`src/rtl/monolith_pkg.sv`:
```
// Shared types for the monolith hash arbiter slice: field element width,
// core state layout and the arbiter FSM encoding.
package monolith_pkg;

  localparam int unsigned WIDTH       = 31;
  localparam int unsigned STATE_LANES = 16;

  typedef logic [WIDTH-1:0] felem_t;
  typedef felem_t state_t [STATE_LANES];

  typedef enum logic [2:0] {
    ST_IDLE,
    ST_CLEAR,
    ST_LAUNCH,
    ST_WAIT,
    ST_RESP
  } arb_state_e;

endpackage

```
`src/rtl/rr_arbiter.sv`:
```
// Combinational round-robin picker: one-hot grant to the first requester
// at or after ptr, wrapping modulo N.
module rr_arbiter #(
  parameter int unsigned N     = 4,
  parameter int unsigned PTR_W = (N > 1) ? $clog2(N) : 1
) (
  input  logic [N-1:0]     req,
  input  logic [PTR_W-1:0] ptr,
  output logic [N-1:0]     grant
);

  logic             found;
  logic [PTR_W:0]   idx;

  // Scan N positions starting at ptr; the first asserted request wins.
  always_comb begin
    grant = '0;
    found = 1'b0;
    idx   = '0;
    for (int unsigned k = 0; k < N; k++) begin
      idx = {1'b0, ptr} + (PTR_W+1)'(k);
      if (idx >= (PTR_W+1)'(N)) begin
        idx = idx - (PTR_W+1)'(N);
      end
      if (!found && req[idx[PTR_W-1:0]]) begin
        grant[idx[PTR_W-1:0]] = 1'b1;
        found                 = 1'b1;
      end
    end
  end

endmodule

```
`src/rtl/monolith_hash_arbiter.sv`:
```
// Shares one monolith_hash core among N_REQ requesters: round-robin grant,
// core clear/launch/wait sequencing, watchdog abort and held response.
module monolith_hash_arbiter
  import monolith_pkg::*;
#(
  parameter int unsigned N_REQ   = 4,
  parameter int unsigned TIMEOUT = 1023,
  parameter int unsigned ID_W    = $clog2(N_REQ)
) (
  input  logic                   clk,
  input  logic                   reset,
  input  logic [N_REQ-1:0]       req_valid,
  output logic [N_REQ-1:0]       req_ready,
  input  felem_t [N_REQ-1:0]     req_in1,
  input  felem_t [N_REQ-1:0]     req_in2,
  input  logic [N_REQ-1:0]       req_mode,
  output logic                   rsp_valid,
  input  logic                   rsp_ready,
  output logic [WIDTH-1:0]       rsp_data,
  output logic [ID_W-1:0]        rsp_id,
  output logic                   rsp_err,
  output logic                   core_reset,
  output state_t                 core_state_in,
  output logic                   core_in_valid,
  input  state_t                 core_state_out,
  input  logic                   core_out_valid
);

  localparam int unsigned CNT_W     = $clog2(TIMEOUT + 1);
  localparam logic [CNT_W-1:0] TIMEOUT_C = CNT_W'(TIMEOUT);

  arb_state_e        state_q, state_d;
  logic [ID_W-1:0]   rr_ptr_q, rr_ptr_d;
  felem_t            in1_q, in1_d;
  felem_t            in2_q, in2_d;
  logic              mode_q, mode_d;
  logic [ID_W-1:0]   id_q, id_d;
  felem_t            data_q, data_d;
  logic              err_q, err_d;
  logic [CNT_W-1:0]  wdog_q, wdog_d;

  logic [N_REQ-1:0]  grant;
  logic [ID_W-1:0]   win_idx;
  logic              unused_lanes;

  rr_arbiter #(
    .N     (N_REQ),
    .PTR_W (ID_W)
  ) u_rr (
    .req   (req_valid),
    .ptr   (rr_ptr_q),
    .grant (grant)
  );

  // Encode the one-hot grant into the winner index.
  always_comb begin
    win_idx = '0;
    for (int unsigned k = 0; k < N_REQ; k++) begin
      if (grant[k]) begin
        win_idx = ID_W'(k);
      end
    end
  end

  // Only lane 0 of the core output carries the digest.
  always_comb begin
    unused_lanes = 1'b0;
    for (int unsigned l = 1; l < STATE_LANES; l++) begin
      unused_lanes = unused_lanes ^ (^core_state_out[l]);
    end
  end

  // Next-state logic: grant/capture, core sequencing, watchdog, response hold.
  always_comb begin
    state_d  = state_q;
    rr_ptr_d = rr_ptr_q;
    in1_d    = in1_q;
    in2_d    = in2_q;
    mode_d   = mode_q;
    id_d     = id_q;
    data_d   = data_q;
    err_d    = err_q;
    wdog_d   = '0;
    unique case (state_q)
      ST_IDLE: begin
        if (|req_valid) begin
          in1_d    = req_in1[win_idx];
          in2_d    = req_in2[win_idx];
          mode_d   = req_mode[win_idx];
          id_d     = win_idx;
          rr_ptr_d = (win_idx == ID_W'(N_REQ - 1)) ? '0 : win_idx + ID_W'(1);
          state_d  = ST_CLEAR;
        end
      end
      ST_CLEAR:  state_d = ST_LAUNCH;
      ST_LAUNCH: state_d = ST_WAIT;
      ST_WAIT: begin
        wdog_d = wdog_q + CNT_W'(1);
        // A result arriving on the timeout cycle still counts as success.
        if (core_out_valid) begin
          data_d  = core_state_out[0];
          err_d   = 1'b0;
          state_d = ST_RESP;
        end else if (wdog_q == TIMEOUT_C) begin
          data_d  = '0;
          err_d   = 1'b1;
          state_d = ST_RESP;
        end
      end
      ST_RESP: begin
        if (rsp_ready) begin
          state_d = ST_IDLE;
        end
      end
      default: state_d = ST_IDLE;
    endcase
  end

  // State and datapath registers with synchronous reset.
  always_ff @(posedge clk) begin
    if (reset) begin
      state_q  <= ST_IDLE;
      rr_ptr_q <= '0;
      in1_q    <= '0;
      in2_q    <= '0;
      mode_q   <= 1'b0;
      id_q     <= '0;
      data_q   <= '0;
      err_q    <= 1'b0;
      wdog_q   <= '0;
    end else begin
      state_q  <= state_d;
      rr_ptr_q <= rr_ptr_d;
      in1_q    <= in1_d;
      in2_q    <= in2_d;
      mode_q   <= mode_d;
      id_q     <= id_d;
      data_q   <= data_d;
      err_q    <= err_d;
      wdog_q   <= wdog_d;
    end
  end

  // Handshake and core control outputs, forced to reset values during reset.
  always_comb begin
    req_ready     = (state_q == ST_IDLE && !reset) ? grant : '0;
    rsp_valid     = (state_q == ST_RESP) && !reset;
    rsp_data      = data_q;
    rsp_id        = id_q;
    rsp_err       = err_q;
    core_in_valid = (state_q == ST_LAUNCH) && !reset;
    core_reset    = reset || !(state_q == ST_LAUNCH || state_q == ST_WAIT);
  end

  // Core input state built from the captured operands.
  always_comb begin
    for (int unsigned l = 0; l < STATE_LANES; l++) begin
      core_state_in[l] = '0;
    end
    core_state_in[0] = in1_q;
    core_state_in[1] = mode_q ? in2_q : '0;
  end

endmodule

```
`config.mk`:
```
export PLATFORM = sky130hd
export DESIGN_NAME = monolith_hash_arbiter
export DESIGN_NICKNAME = d
export VERILOG_FILES = /design/src/rtl/monolith_pkg.sv /design/src/rtl/rr_arbiter.sv /design/src/rtl/monolith_hash_arbiter.sv
export SDC_FILE = /design/constraint.sdc
export NUM_CORES = 1
export LEC_CHECK = 0
export BUFFER_PORTS_ARGS = -buffer_cell sky130_fd_sc_hd__buf_2
export CORE_AREA = 2 2 504 506
export DETAILED_ROUTE_END_ITERATION = 7
export DIE_AREA = 0 0 506 508
export GPL_TIMING_DRIVEN = 0
export PLACE_DENSITY = 0.3
export REMOVE_ABC_BUFFERS = 1
export SLEW_MARGIN = 10
export SYNTH_ARGS = -nofsm -noshare
export SYNTH_HDL_FRONTEND = slang
export SYNTH_SLANG_ARGS = --single-unit
export TNS_END_PERCENT = 100
```
`constraint.sdc`:
```
create_clock -name clk -period 9.8 [get_ports clk]
set_input_delay 1.96 -clock clk [delete_from_list [all_inputs] [get_ports clk]]
set_output_delay 1.96 -clock clk [all_outputs]
set_load 0.05 [all_outputs]
```
## Word level (Yosys, flattened, before mapping)

Index checks and enable logic that the tools add are counted.

| storage, ports and cells | value |
|---|---|
| register bits after elaboration | 112 |
| bits of input ports | 756 |
| output and inout bits | 537 |
| word-level logic and storage cells | 116 |

| cells by class | value |
|---|---|
| $add $sub $neg | 9 |
| $lt $le $gt $ge | 13 |
| equality and inequality tests | 9 |
| mux-type cells | 48 |
| bitwise operators | 4 |
| reduce and logical (&&, ||, !) cells | 24 |

Operators with widths:

| operator | count |
|---|---|
| $mux W31 | 5 |
| $bmux W31 S2 | 2 |
| $mux W4 | 5 |
| $lt A2 B3 Y1 const B | 5 |
| $mux W1 | 15 |
| $pmux W3 S5 | 1 |
| $mux W2 | 7 |
| $mux W3 | 4 |
| $or A4 B4 Y4 | 3 |
| $add A10 B1 Y10 const B | 1 |
| $bmux W1 S2 | 5 |
| $eq A10 B10 Y1 const B | 1 |
| $logic_and A1 B1 Y1 | 10 |
| $ge A3 B3 Y1 const B | 3 |
| $demux W1 S2 | 4 |
| $ge A2 B1 Y1 const B | 4 |
| $sub A2 B1 Y2 const B | 4 |
| $add A2 B2 Y3 const B | 2 |
| $eq A3 B2 Y1 const B | 2 |
| $logic_not A1 Y1 | 5 |
| $ne A2 B2 Y1 const B | 2 |
| $reduce_and A2 Y1 | 2 |
| $reduce_or A4 Y1 | 1 |
| $add A2 B1 Y3 const B | 1 |
| other kinds (12) | 13 |

## Longest topological paths before layout

Gate-level depths: netlist of the first run.

| depth | value |
|---|---|
| depth in word-level cells | 19 |
| depth in mapped cells | 12 |
| gate-level depth less buffers | 8 |

## Cells and area by module

Synthesis of the first run repeated with hierarchy kept, for this count alone.

| second synthesis, totals | value |
|---|---|
| cells, all modules | 1223 |
| area total of the unflattened synthesis | 9501.6 µm² |

By module, submodules not included:

| module | instances | cells each | area an instance (µm²) | seq. area each (µm²) |
|---|---|---|---|---|
| monolith_hash_arbiter | 1 | 1193 | 9198.8 | 2242.2 |
| rr_arbiter | 1 | 30 | 302.8 | 0.0 |

## Worst setup path after synthesis of the first run

OpenSTA, ideal clock, no wires.

| path | value |
|---|---|
| path kind | input port to output port |
| from | in req_valid[3] |
| to | out req_ready[3] |
| data arrival time | 4264 ps |
| required time | 7840 ps |
| setup slack | 3576 ps |
| stages on the path | 6 |
| buffers on the path | 2 |
| cells stage by stage | mux4_2 or2_4 o311ai_4 buf_6 buf_6 nor2b_1 |

| between the ends | value |
|---|---|
| cells in the longest elaborated chain, start to end | 13 |
| elaborated cells on any way between the ends | 25 |
| classes of those cells | mux: 16; bitwise: 3; reduce/logical: 6 |

Ends and longest elaborated chain:

| element | RTL line | text |
|---|---|---|
| start, declared | monolith_hash_arbiter.sv:12 | `input logic [N_REQ-1:0] req_valid,` |
| $bmux W1 S2 | rr_arbiter.sv:25 | `if (!found && req[idx[PTR_W-1:0]]) begin` |
| $mux W1 (implied by the code) | rr_arbiter.sv:25 |  |
| $mux W1 | rr_arbiter.sv:25 |  |
| $logic_not A1 Y1 | rr_arbiter.sv:25 |  |
| $logic_and A1 B1 Y1 | rr_arbiter.sv:25 |  |
| $mux W1 | rr_arbiter.sv:25 |  |
| $logic_not A1 Y1 | rr_arbiter.sv:25 |  |
| $logic_and A1 B1 Y1 | rr_arbiter.sv:25 |  |
| $mux W1 | rr_arbiter.sv:25 |  |
| $logic_not A1 Y1 | rr_arbiter.sv:25 |  |
| $logic_and A1 B1 Y1 | rr_arbiter.sv:25 |  |
| $mux W4 (*) | rr_arbiter.sv:25 |  |
| $mux W4 (*) | monolith_hash_arbiter.sv:146 | `req_ready = (state_q == ST_IDLE && !reset) ? grant : '0;` |
| end, declared | monolith_hash_arbiter.sv:13 | `output logic [N_REQ-1:0] req_ready,` |

Every way passes the cells marked *; elsewhere a longest branch is shown, timed or not. The select of a mux whose other input is x is not followed.

## Final worst setup path of the first run

Ends and elaborated chain as after synthesis.

==> impl_metrics.json, run 1 <==
{
  "cts_buffer_depth": 2,
  "ys_types": 48,
  "gr-total-overflow": 0,
  "io_buffers": 393,
  "drt_wl_total_um": 73900,
  "max_freq_mhz": 162,
  "dp_slack_ns": 3.61,
  "syn_area_um2": 10100,
  "synth.avg_cell_area_um2": 8.26,
  "via_per_inst": 1.83,
  "cts_resized": 0,
  "arrival_ns": 4.21,
  "die_w_um": 506,
  "path_common_cell": "buf_2",
  "p_clk_share_pct": 11.4,
  "power.leakage_nw": 5.93,
  "path_class": "in2out",
  "netlist.area_leader.share_pct": 32.5,
  "status": "finished clean",
  "boundaryPins": 1293,
  "postCtsSetupBuffers": 0,
  "switching_share_pct": 61.2,
  "fin_crit_sh_pct": 62.9,
  "synth_adder_area_share_pct": 0.869,
  "ir_drop_mv": 0.142,
  "hold_slack_ns": 0.462,
  "clkSinkCount": 112,
  "synth_xor_area_share_pct": 0.782,
  "cts_made_buffers": 9,
  "yosysWarnings": 0,
  "fin_ws_ns": 3.63,
  "grt_pass1_vias": 7641,
  "final_nets": 2338,
  "cts.clk_slew.worst_paths_ns": 0.09,
  "dieArea_um2": 257000,
  "setup_viol": 0,
  "dp_hpwl_um": 63500,
  "drc": 0,
  "drive_gt1_share_pct": 33.3,
  "synth_compound_area_share_pct": 27.3,
  "initial_utilization_pct": 4.00,
  "crit_chain": "buf_2, mux4_2, or2_4, o311ai_4, nor2b_1, buf_2",
  "area_growth_pct": 50.8,
  "finalClockSkew_ns": 0.0310,
  "seqPwrFrac_pct": 15.7,
  "cp_data_required_time_ns": 7.84,
  "antenna_found_initial": 71,
  "wl_per_cell_um": 14.8,
  "hold_class": "reg2reg",
  "die_h_um": 508,
  "rsz0062_at_grt": "no",
  "synth_flop_cell": "dfxtp_1",
  "drtIter0Drc": 336,
  "ctsHoldBuffers": 0,
  "grt_usage_pct": 5.51,
  "hold_viol_final": 0,
  "placementRows": 185,
  "fin_crit_ns": 6.17,
  "cts_root_buf": "clkbuf_16",
  "start_kind": "primary input",
  "antenna_left": 0,
  "drtPass1Iterations": 5,
  "cts_tree": "yes",
  "tightest_slew_ns": 1.16,
  "yosys.area.top_type": "buf_4",
  "synth_simple_gate_area_share_pct": 10.2,
  "cpMaxStageDelayCell": "o311ai_4",
  "vias": 9091,
  "p_switching_mw": 2.59,
  "synth_top_cells_by_area": "buf_4 (33%), dfxtp_1 (22%), a221oi_2 (8.9%)",
  "syn_inst": 1221,
  "synth_mux_area_share_pct": 1.22,
  "fillerInstances": 29900,
  "synth_seq_cells": 112,
  "cp_max_fo": 9,
  "clkLatencyLatePin_ns": 0.49,
  "fin_util_pct": 6.03,
  "synth_top_family_by_area": "buffers and inverters",
  "combPwrFrac_pct": 72.9,
  "synth_edf_count": 0,
  "maxSlewViolCount": 0,
  "grt_max_degree": 72,
  "max-slew-margin-rel_pct": 21.8,
  "grt_pass1_wl_um": 88300,
  "async_flop_share_pct": 0,
  "cap_viol_max_count": 0,
  "internal_power_mw": 1.64,
  "core-area_um2": 252000,
  "routabilityCongestion": 0.654,
  "end_kind": "output pin",
  "htree_levels": 3,
  "seq_area_frac_synth_pct": 22.2,
  "p_per_area_nw_per_um2": 278,
  "max_stage_delay_ns": 0.66
}
==> metal layers <==
| layer | part of all wire, % | GRT usage (%) |
|---|---|---|
| met3 | 11 | 2.81 |
| met4 | 3.3 | 1.93 |
| met5 | 0.35 | 0 |
| met2 | 51 | 9.87 |
| met1 | 34 | 5.43 |
==> worst paths after layout <==
check	startpoint	end	slack (ns)	depth (start not counted)
min	rsp_err	rsp_err	0.46	2
max	req_valid[3]	req_ready[3]	3.63	6
max reg2reg	rr_ptr_q[0]	in1_q[5]	5.38	10
min reg2reg	rsp_err	rsp_err	0.46	2
==> cell usage after synthesis (2+ instances only) <==
master,count
nor4_1,2
a221oi_1,4
a21o_1,2
mux2_2,2
o21ai_1,22
ha_1,7
a211o_1,2
a211oi_1,2
buf_1,4
buf_4,437
and2_1,33
a22oi_1,31
nor2_1,50
xor2_1,6
inv_1,8
nand2b_1,2
a221oi_2,60
a21boi_0,36
a21oi_1,68
clkbuf_1,58
nand3b_1,2
a311o_1,2
buf_6,17
buf_2,5
and3_1,66
xnor2_1,3
dfxtp_1,112
nand3_1,10
mux4_2,4
a21boi_1,26
o21ai_0,104
nor2b_1,6
nand2_1,13
==> sequential cells by signal, indices dropped and copies added, names as in the netlist <==
register / count
in1_q: 31
in2_q: 31
mode_q: 1
rr_ptr_q: 2
rsp_data: 31
rsp_err: 1
rsp_id: 2
state_q: 3
wdog_q: 10
==> critical path, delay by kind of cell <==
family | cells | cell delay, ns
buffers and inverters | 2 | 0.42
AND/OR/NAND/NOR | 2 | 0.56
AO/OA/AOI/OAI | 1 | 0.66
multiplexers | 1 | 0.60
==> through the flow <==
stage | instances | TNS, ns | instance area [um^2] | total power [mW]
floorplan | 1133 | 0 | 7980 | 2.33
CTS | 4946 | 0 | 15100 | 4.45
global placement | 4892 | -565.02 | 14200 | 3.57
global route | 4967 | 0 | 15200 | 4.55
finish | 4979 | 0 | 15200 | 4.22
detailed placement | 4930 | 0 | 14800 | 3.90
==> layout by cell type (no fill, tap or decap), types with 2 or more instances in the layout <==
| cell | n |
|---|---|
| a211oi_1 | 2 |
| a21boi_0 | 36 |
| a21boi_1 | 26 |
| a21o_1 | 2 |
| a21oi_1 | 68 |
| a221oi_1 | 4 |
| a221oi_2 | 60 |
| a22oi_1 | 31 |
| a311o_1 | 2 |
| and2_1 | 33 |
| and3_1 | 65 |
| buf_12 | 6 |
| buf_16 | 10 |
| buf_2 | 397 |
| buf_4 | 8 |
| buf_8 | 9 |
| clkbuf_16 | 9 |
| clkinv_8 | 2 |
| conb_1 | 434 |
| dfxtp_1 | 111 |
| diode_2 | 33 |
| ha_1 | 7 |
| inv_1 | 7 |
| inv_8 | 2 |
| mux2_2 | 2 |
| mux4_2 | 4 |
| nand2_1 | 13 |
| nand2b_1 | 2 |
| nand3_1 | 9 |
| nand3b_1 | 2 |
| nor2_1 | 50 |
| nor2b_1 | 5 |
| o21ai_0 | 104 |
| o21ai_1 | 22 |
| xnor2_1 | 3 |
| xor2_1 | 6 |
==> final cells by class <==
type                       instances  area (um^2)  share of cell area [%]
clock inverter                     6         72.6                   0.477
clock buffer                      10          229                    1.51
antenna                           33         82.6                   0.543
timing repair buffer             431         2590                    17.0
tap                             3366         4210                    27.7
multi-input combinational       1013         5750                    37.8
sequential                       112         2250                    14.8
inverter                           8         32.5                   0.214
==> power by group through the flow <==
stage	Combinational, mW	Sequential, mW	Clock [mW]
after floorplan	1.49	0.834	0
after global placement	2.89	0.679	0
after detailed placement	3.21	0.684	0
after CTS	3.22	0.674	0.551
after global routing	3.32	0.686	0.544
final	3.08	0.664	0.482
==> cells by family (layout without fill, tap and decap cells) <==
family / after synthesis / in the layout
other: 1 / 467
AND/OR/NAND/NOR: 190 / 190
adder cells (fa/ha/maj): 7 / 7
AO/OA/AOI/OAI: 366 / 366
flip-flops: 112 / 112
buffers and inverters: 529 / 455
multiplexers: 7 / 7
XOR/XNOR: 9 / 9
(Power assumes the default switching activity.)
==> inputs of run 2 (changes only) <==
ABC_AREA = 1   (was not set)
CORE_AREA = 2 2 499 501   (was 2 2 504 506)
DIE_AREA = 0 0 501 503   (was 0 0 506 508)
clock period = 5.2 ns   (was 9.8 ns; I/O delays follow)
==> run 2 against run 1 <==
Net effect:
- final cell count grew 10%
- combinational power up 140%
- first-iteration DRC count grew 19%
- utilization grew 0.39 points
- sequential power rose by 110%
- die area decreased by 2.0%
- global-route usage is 1.0 points lower
- clock skew rose by 0.0017 ns
- design area rose by 4.3%
- sequential share of layout area is 0.61 points lower
- critical endpoint is now in1_q[17]
- highest routed layer unchanged
==> impl_metrics.json, run 2 <==
{
  "grt-busiest-layer": "met2",
  "drtPass1Iterations": 5,
  "fin_crit_ns": 4.13,
  "cp_data_required_time_ns": 5.57,
  "yosys.area.top_type": "buf_4",
  "finalClockSkew_ns": 0.0328,
  "hold_viol_final": 0,
  "cts_resized": 0,
  "gr-total-overflow": 0,
  "rsz0062_at_grt": "no",
  "path_class": "reg2reg",
  "grt_max_degree": 65,
  "synth_edf_count": 0,
  "synth_seq_cells": 112,
  "die_w_um": 501,
  "power.leakage_nw": 7.92,
  "syn_area_um2": 11100,
  "postCtsSetupBuffers": 0,
  "cts.clk_slew.worst_paths_ns": 0.10,
  "end_kind": "register",
  "yosysMostFrequentCell": "buf_4",
  "hold_slack_ns": 0.459,
  "drtIter0Drc": 401,
  "drc": 0,
  "vias": 11000,
  "clkSinkCount": 112,
  "yosysWarnings": 0,
  "use_met1_pct": 4.69,
  "area_growth_pct": 42.7,
  "hold_class": "reg2reg",
  "synth_top_cells_by_area": "buf_4 (30%), dfxtp_1 (20%), nor2_1 (13%)",
  "cts_made_buffers": 9,
  "grt_usage_pct": 4.50,
  "total_power_mw": 9.71,
  "grtUsageMet3_pct": 1.66,
  "core-area_um2": 247000,
  "status": "finished clean",
  "cts_buffer_depth": 2,
  "setup_viol": 0,
  "dpl_cell_area_um2": 15600,
  "synthTopCellsByCount": "buf_4 (448), nor2_1 (399), nand2_1 (362)",
  "cts_tree": "yes",
  "fin_crit_sh_pct": 79.4,
  "ctsHoldBuffers": 0,
  "die_h_um": 503,
  "clkLatencyLatePin_ns": 0.47,
  "max_freq_mhz": 242,
  "placementRows": 183,
  "boundaryPins": 1293,
  "netlist.area_leader.share_pct": 30.3,
  "antenna_left": 0,
  "dp_hpwl_um": 49200,
  "tightest_slew_ns": 0.813,
  "htree_levels": 3,
  "drt_wl_total_um": 59800,
  "start_kind": "register",
  "seq_area_frac_synth_pct": 20.2,
  "dieArea_um2": 252000,
  "syn_inst": 1900,
  "cap_viol_max_count": 0,
  "max-slew-margin-rel_pct": 45.6,
  "grt_pass1_vias": 9694,
  "ys_types": 32,
  "antenna_found_initial": 34,
  "cp_max_fo": 64,
  "grt_pass1_wl_um": 76700,
  "io_buffers": 393,
  "final_nets": 3000,
  "final_common_cell": "conb_1",
  "synth_flop_cell": "dfxtp_1",
  "async_flop_share_pct": 0,
  "cts_root_buf": "clkbuf_16",
  "maxSlewViolCount": 0,
  "fin_area_um2": 15900,
  "via_per_inst": 2.01,
  "arrival_ns": 4.50,
  "fin_util_pct": 6.42,
  "gr-usage-met2_pct": 8.36,
  "p_per_area_nw_per_um2": 612,
  "initial_utilization_pct": 4.50,
  "drive_gt1_share_pct": 19.8,
  "mostFrequentLayoutCells": "conb_1 (434), nor2_1 (397), buf_2 (392)",
  "wl_per_cell_um": 10.9,
  "synth.avg_cell_area_um2": 5.85,
  "routabilityCongestion": 0.722,
  "ir_drop_mv": 0.658
}
[run 2: changes by cell type after synthesis, moves of 26 or more]
cell and delta:
nand2_1 +349, nor2_1 +349, inv_1 +238, nand3_1 +168, o21ai_0 -96, and3_1 -65, a221oi_2 -60, a21boi_0 -36
and2_1 -33, a22oi_1 -30, a21boi_1 -26
[run 2: cells by family after synthesis]
kind of cell               count (synthesis)  share of synthesized area, %
buffers and inverters                    768                          41.5
xor gates and xnor gates                   2                         0.158
adders and majority gates                  7                         0.788
AOI/OAI and AO/OA                         55                          2.57
other                                      1                        0.0337
and+or+nand+nor                          955                          34.8
DFF                                      112                          20.2
[run 2: layout make-up]
type,count,area (um^2)
Fill cell,29500,231000
Sequential cell,112,2250
Clock buffer,9,225
Clock inverter,6,75.1
Inverter,251,942
Antenna cell,2,5.00
Timing Repair Buffer,410,2370
Tap cell,3237,4050
Multi-Input combinational cell,1453,5950
[run 2: final timing paths]
path / from / endpoint / slack, ns / depth (start not counted)
setup / recovery: rr_ptr_q[0] / in1_q[17] / 1.07 / 17
hold / removal: wdog_q[0] / wdog_q[0] / 0.46 / 1
setup reg to reg: rr_ptr_q[0] / in1_q[17] / 1.07 / 17
hold reg to reg: wdog_q[0] / wdog_q[0] / 0.46 / 1
[run 2: critical path: stages (launching register included)]
cell and delay [ns]:
dfxtp_1 0.55, inv_2 0.18, ha_1 0.39, inv_1 0.12, nand3_1 0.08, nand2_1 0.07
nand2_1 0.08, nor2_2 0.16, nand2_1 0.14, nand3_4 0.21, buf_16 0.21, nand2_8 0.30
nand2_8 0.75, nand2_1 0.10, nand2_1 0.24, nand3_1 0.11, nand2_1 0.07, inv_1 0.03
[run 2: where the power goes]
part | switching [mW] | internal (mW) | total, mW
combinational | 5.52 | 1.92 | 7.44
clock | 0.498 | 0.381 | 0.879
sequential | 0.253 | 1.13 | 1.39
total | 6.27 | 3.44 | 9.71
[run 2: metrics by stage]
| stage | TNS [ns] | worst slack (ns) | cells |
|---|---|---|---|
| 2_1_floorplan | -29.53 | -0.526 | 1816 |
| 6_report | 0 | 1.07 | 5480 |
| 3_5_place_dp | 0 | 0.645 | 5463 |
| 5_1_grt | 0 | 0.595 | 5478 |
| 4_1_cts | 0 | 0.800 | 5478 |
| 3_3_place_gp | -410.96 | -7.20 | 5446 |
[run 2: metal layers]
layer	part of all wire, %	up-vias
met5	0.24	-
met4	1.9	22
met3	9.1	75
met2	52	636
met1	37	4847
li1	-	5446
==> inputs of run 3 (changes only) <==
clock period = 3.4 ns   (was 5.2 ns; I/O delays follow)
==> run 3 against run 2 <==
Net effect:
- via count increased by 1.9%
- combinational power increased by 76%
- setup slack got worse by 0.86 ns
- sequential share of layout area decreased by 0.26 points
- hold slack about the same
- sequential cell count unchanged
- first-iteration DRC count increased by 17%
- die area unchanged
- critical endpoint is now in1_q[4]
- largest power group unchanged
==> impl_metrics.json, run 3 (same netlist as run 2, synthesis figures left out) <==
{
  "status": "finished clean",
  "placementRows": 183,
  "rr_endpoint": "in1_q[4]",
  "grt_pass1_vias": 9868,
  "p_per_area_nw_per_um2": 1020,
  "htree_levels": 3,
  "hold_slack_ns": 0.458,
  "drive_gt1_share_pct": 20.8,
  "cts_buffer_depth": 2,
  "clkLatencyLatePin_ns": 0.47,
  "cts.clk_slew.worst_paths_ns": 0.11,
  "max_stage_delay_ns": 0.46,
  "cts_tree": "yes",
  "cap_viol_max_count": 0,
  "cts_made_buffers": 9,
  "core-area_um2": 247000,
  "hold_class": "reg2reg",
  "ir_drop_mv": 1.05,
  "power.leakage_nw": 8.06,
  "cpMaxStageDelayCell": "nor2_1",
  "end_kind": "register",
  "vias": 11200,
  "finalClockSkew_ns": 0.0337,
  "tightest_slew_ns": 0.810,
  "r2r_cells": 19,
  "die_h_um": 503,
  "mostFrequentLayoutCells": "conb_1 (434), nor2_1 (395), buf_2 (391)",
  "worst-r2r-setup-slack_ns": 0.21,
  "cp_data_required_time_ns": 3.81,
  "fin_util_pct": 6.56,
  "path_common_cell": "nand2_1",
  "dpl_cell_area_um2": 15600,
  "final_common_cell": "conb_1",
  "grt_usage_pct": 4.99,
  "area_growth_pct": 45.8,
  "grt_max_degree": 59,
  "drt_wl_total_um": 66300,
  "dieArea_um2": 252000,
  "max_freq_mhz": 314,
  "drc": 0,
  "cts_root_buf": "clkbuf_16",
  "gr-total-overflow": 0,
  "antenna_left": 0,
  "max-slew-margin-rel_pct": 45.5,
  "r2r-start": "rr_ptr_q[1]",
  "fin_crit_ns": 3.19,
  "arrival_ns": 3.60,
  "crit_chain": "inv_1, ha_4, inv_1, nand3_1, nand2_1, nand2_1, nor2_4, nand2_1, nand2_4, nor2_4, buf_4, buf_4, nand2_8, buf_16, nor2_1, nand2_1, nand3_1, nand2_1, inv_1",
  "grt_pass1_wl_um": 83400,
  "dp_hpwl_um": 49200,
  "start_kind": "register",
  "boundaryPins": 1293,
  "cp_max_fo": 55,
  "die_w_um": 501,
  "final_nets": 3023,
  "via_per_inst": 2.04,
  "initial_utilization_pct": 4.50,
  "critPathLaunch": "rr_ptr_q[1]",
  "fin_area_um2": 16200,
  "crit_end": "in1_q[4]",
  "fin_crit_sh_pct": 93.8,
  "routabilityCongestion": 0.722,
  "clkSinkCount": 112,
  "antenna_found_initial": 39,
  "path_class": "reg2reg",
  "wl_per_cell_um": 12.0,
  "ctsHoldBuffers": 0,
  "rsz0062_at_grt": "yes",
  "drtPass1Iterations": 5,
  "setup_viol": 0,
  "maxSlewViolCount": 0,
  "drtIter0Drc": 468,
  "hold_viol_final": 0,
  "io_buffers": 393
}
-- run 3: area by class of cell --
cell class	count	area [um^2]
Sequential cell	112	2250
Clock buffer	9	225
Antenna cell	5	12.5
Inverter	251	947
Timing Repair Buffer	426	2550
Fill cell	29500	231000
Clock inverter	6	75.1
Multi-Input combinational cell	1460	6090
Tap cell	3237	4050
-- run 3: critical path, delay by kind of cell (launching register included) --
family | cells | cell delay [ns]
DFF | 1 | 0.40
and+or+nand+nor | 12 | 1.51
adders and majority gates | 1 | 0.30
buffers and inverters | 6 | 0.68
-- run 3: what timing repair did --
action                     4_1_cts  5_1_grt
setup buffers                   16        0
pin swaps                        7        1
gates cloned                     6        1
setup endpoints to repair       69       12
resized for setup               14        5
-- run 3: power breakdown --
group	switching [mW]	internal, mW	total, mW
combinational	9.63	3.49	13.1
clock	0.763	0.583	1.35
sequential	0.393	1.74	2.14
-- run 3: stage by stage --
stage	worst slack [ns]	power [mW]	setup TNS [ns]	std cells
floorplan	-1.97	9.03	-126.77	1816
global placement	-8.64	10.7	-554.31	5446
detailed placement	-0.996	14.1	-46.42	5463
CTS	0.0108	17.5	0	5500
global route	-0.00292	18.4	-0.00292	5502
finish	0.210	16.6	0	5506
-- run 3: how the worst min path moves through the flow --
stage          depth (start not counted)            to                 from  slack, ns
4_1_cts                                3  rsp_data[12]  core_state_out[477]       0.40
6_report                               1     wdog_q[0]            wdog_q[0]       0.46
2_1_floorplan                          1     wdog_q[0]            wdog_q[0]       0.42
3_5_place_dp                           1     wdog_q[0]            wdog_q[0]       0.44
5_1_grt                                3  rsp_data[30]  core_state_out[495]       0.43
3_3_place_gp                           1     wdog_q[0]            wdog_q[0]       0.43
-- run 3: routing by layer --
| metal | up-vias | part of all wire [%] | track usage (%) |
|---|---|---|---|
| met5 | - | 0.19 | 0 |
| met4 | 20 | 2.0 | 1.31 |
| met3 | 85 | 8.1 | 1.57 |
| met2 | 662 | 52 | 9.21 |
| met1 | 4965 | 38 | 5.45 |
| li1 | 5507 | - | - |
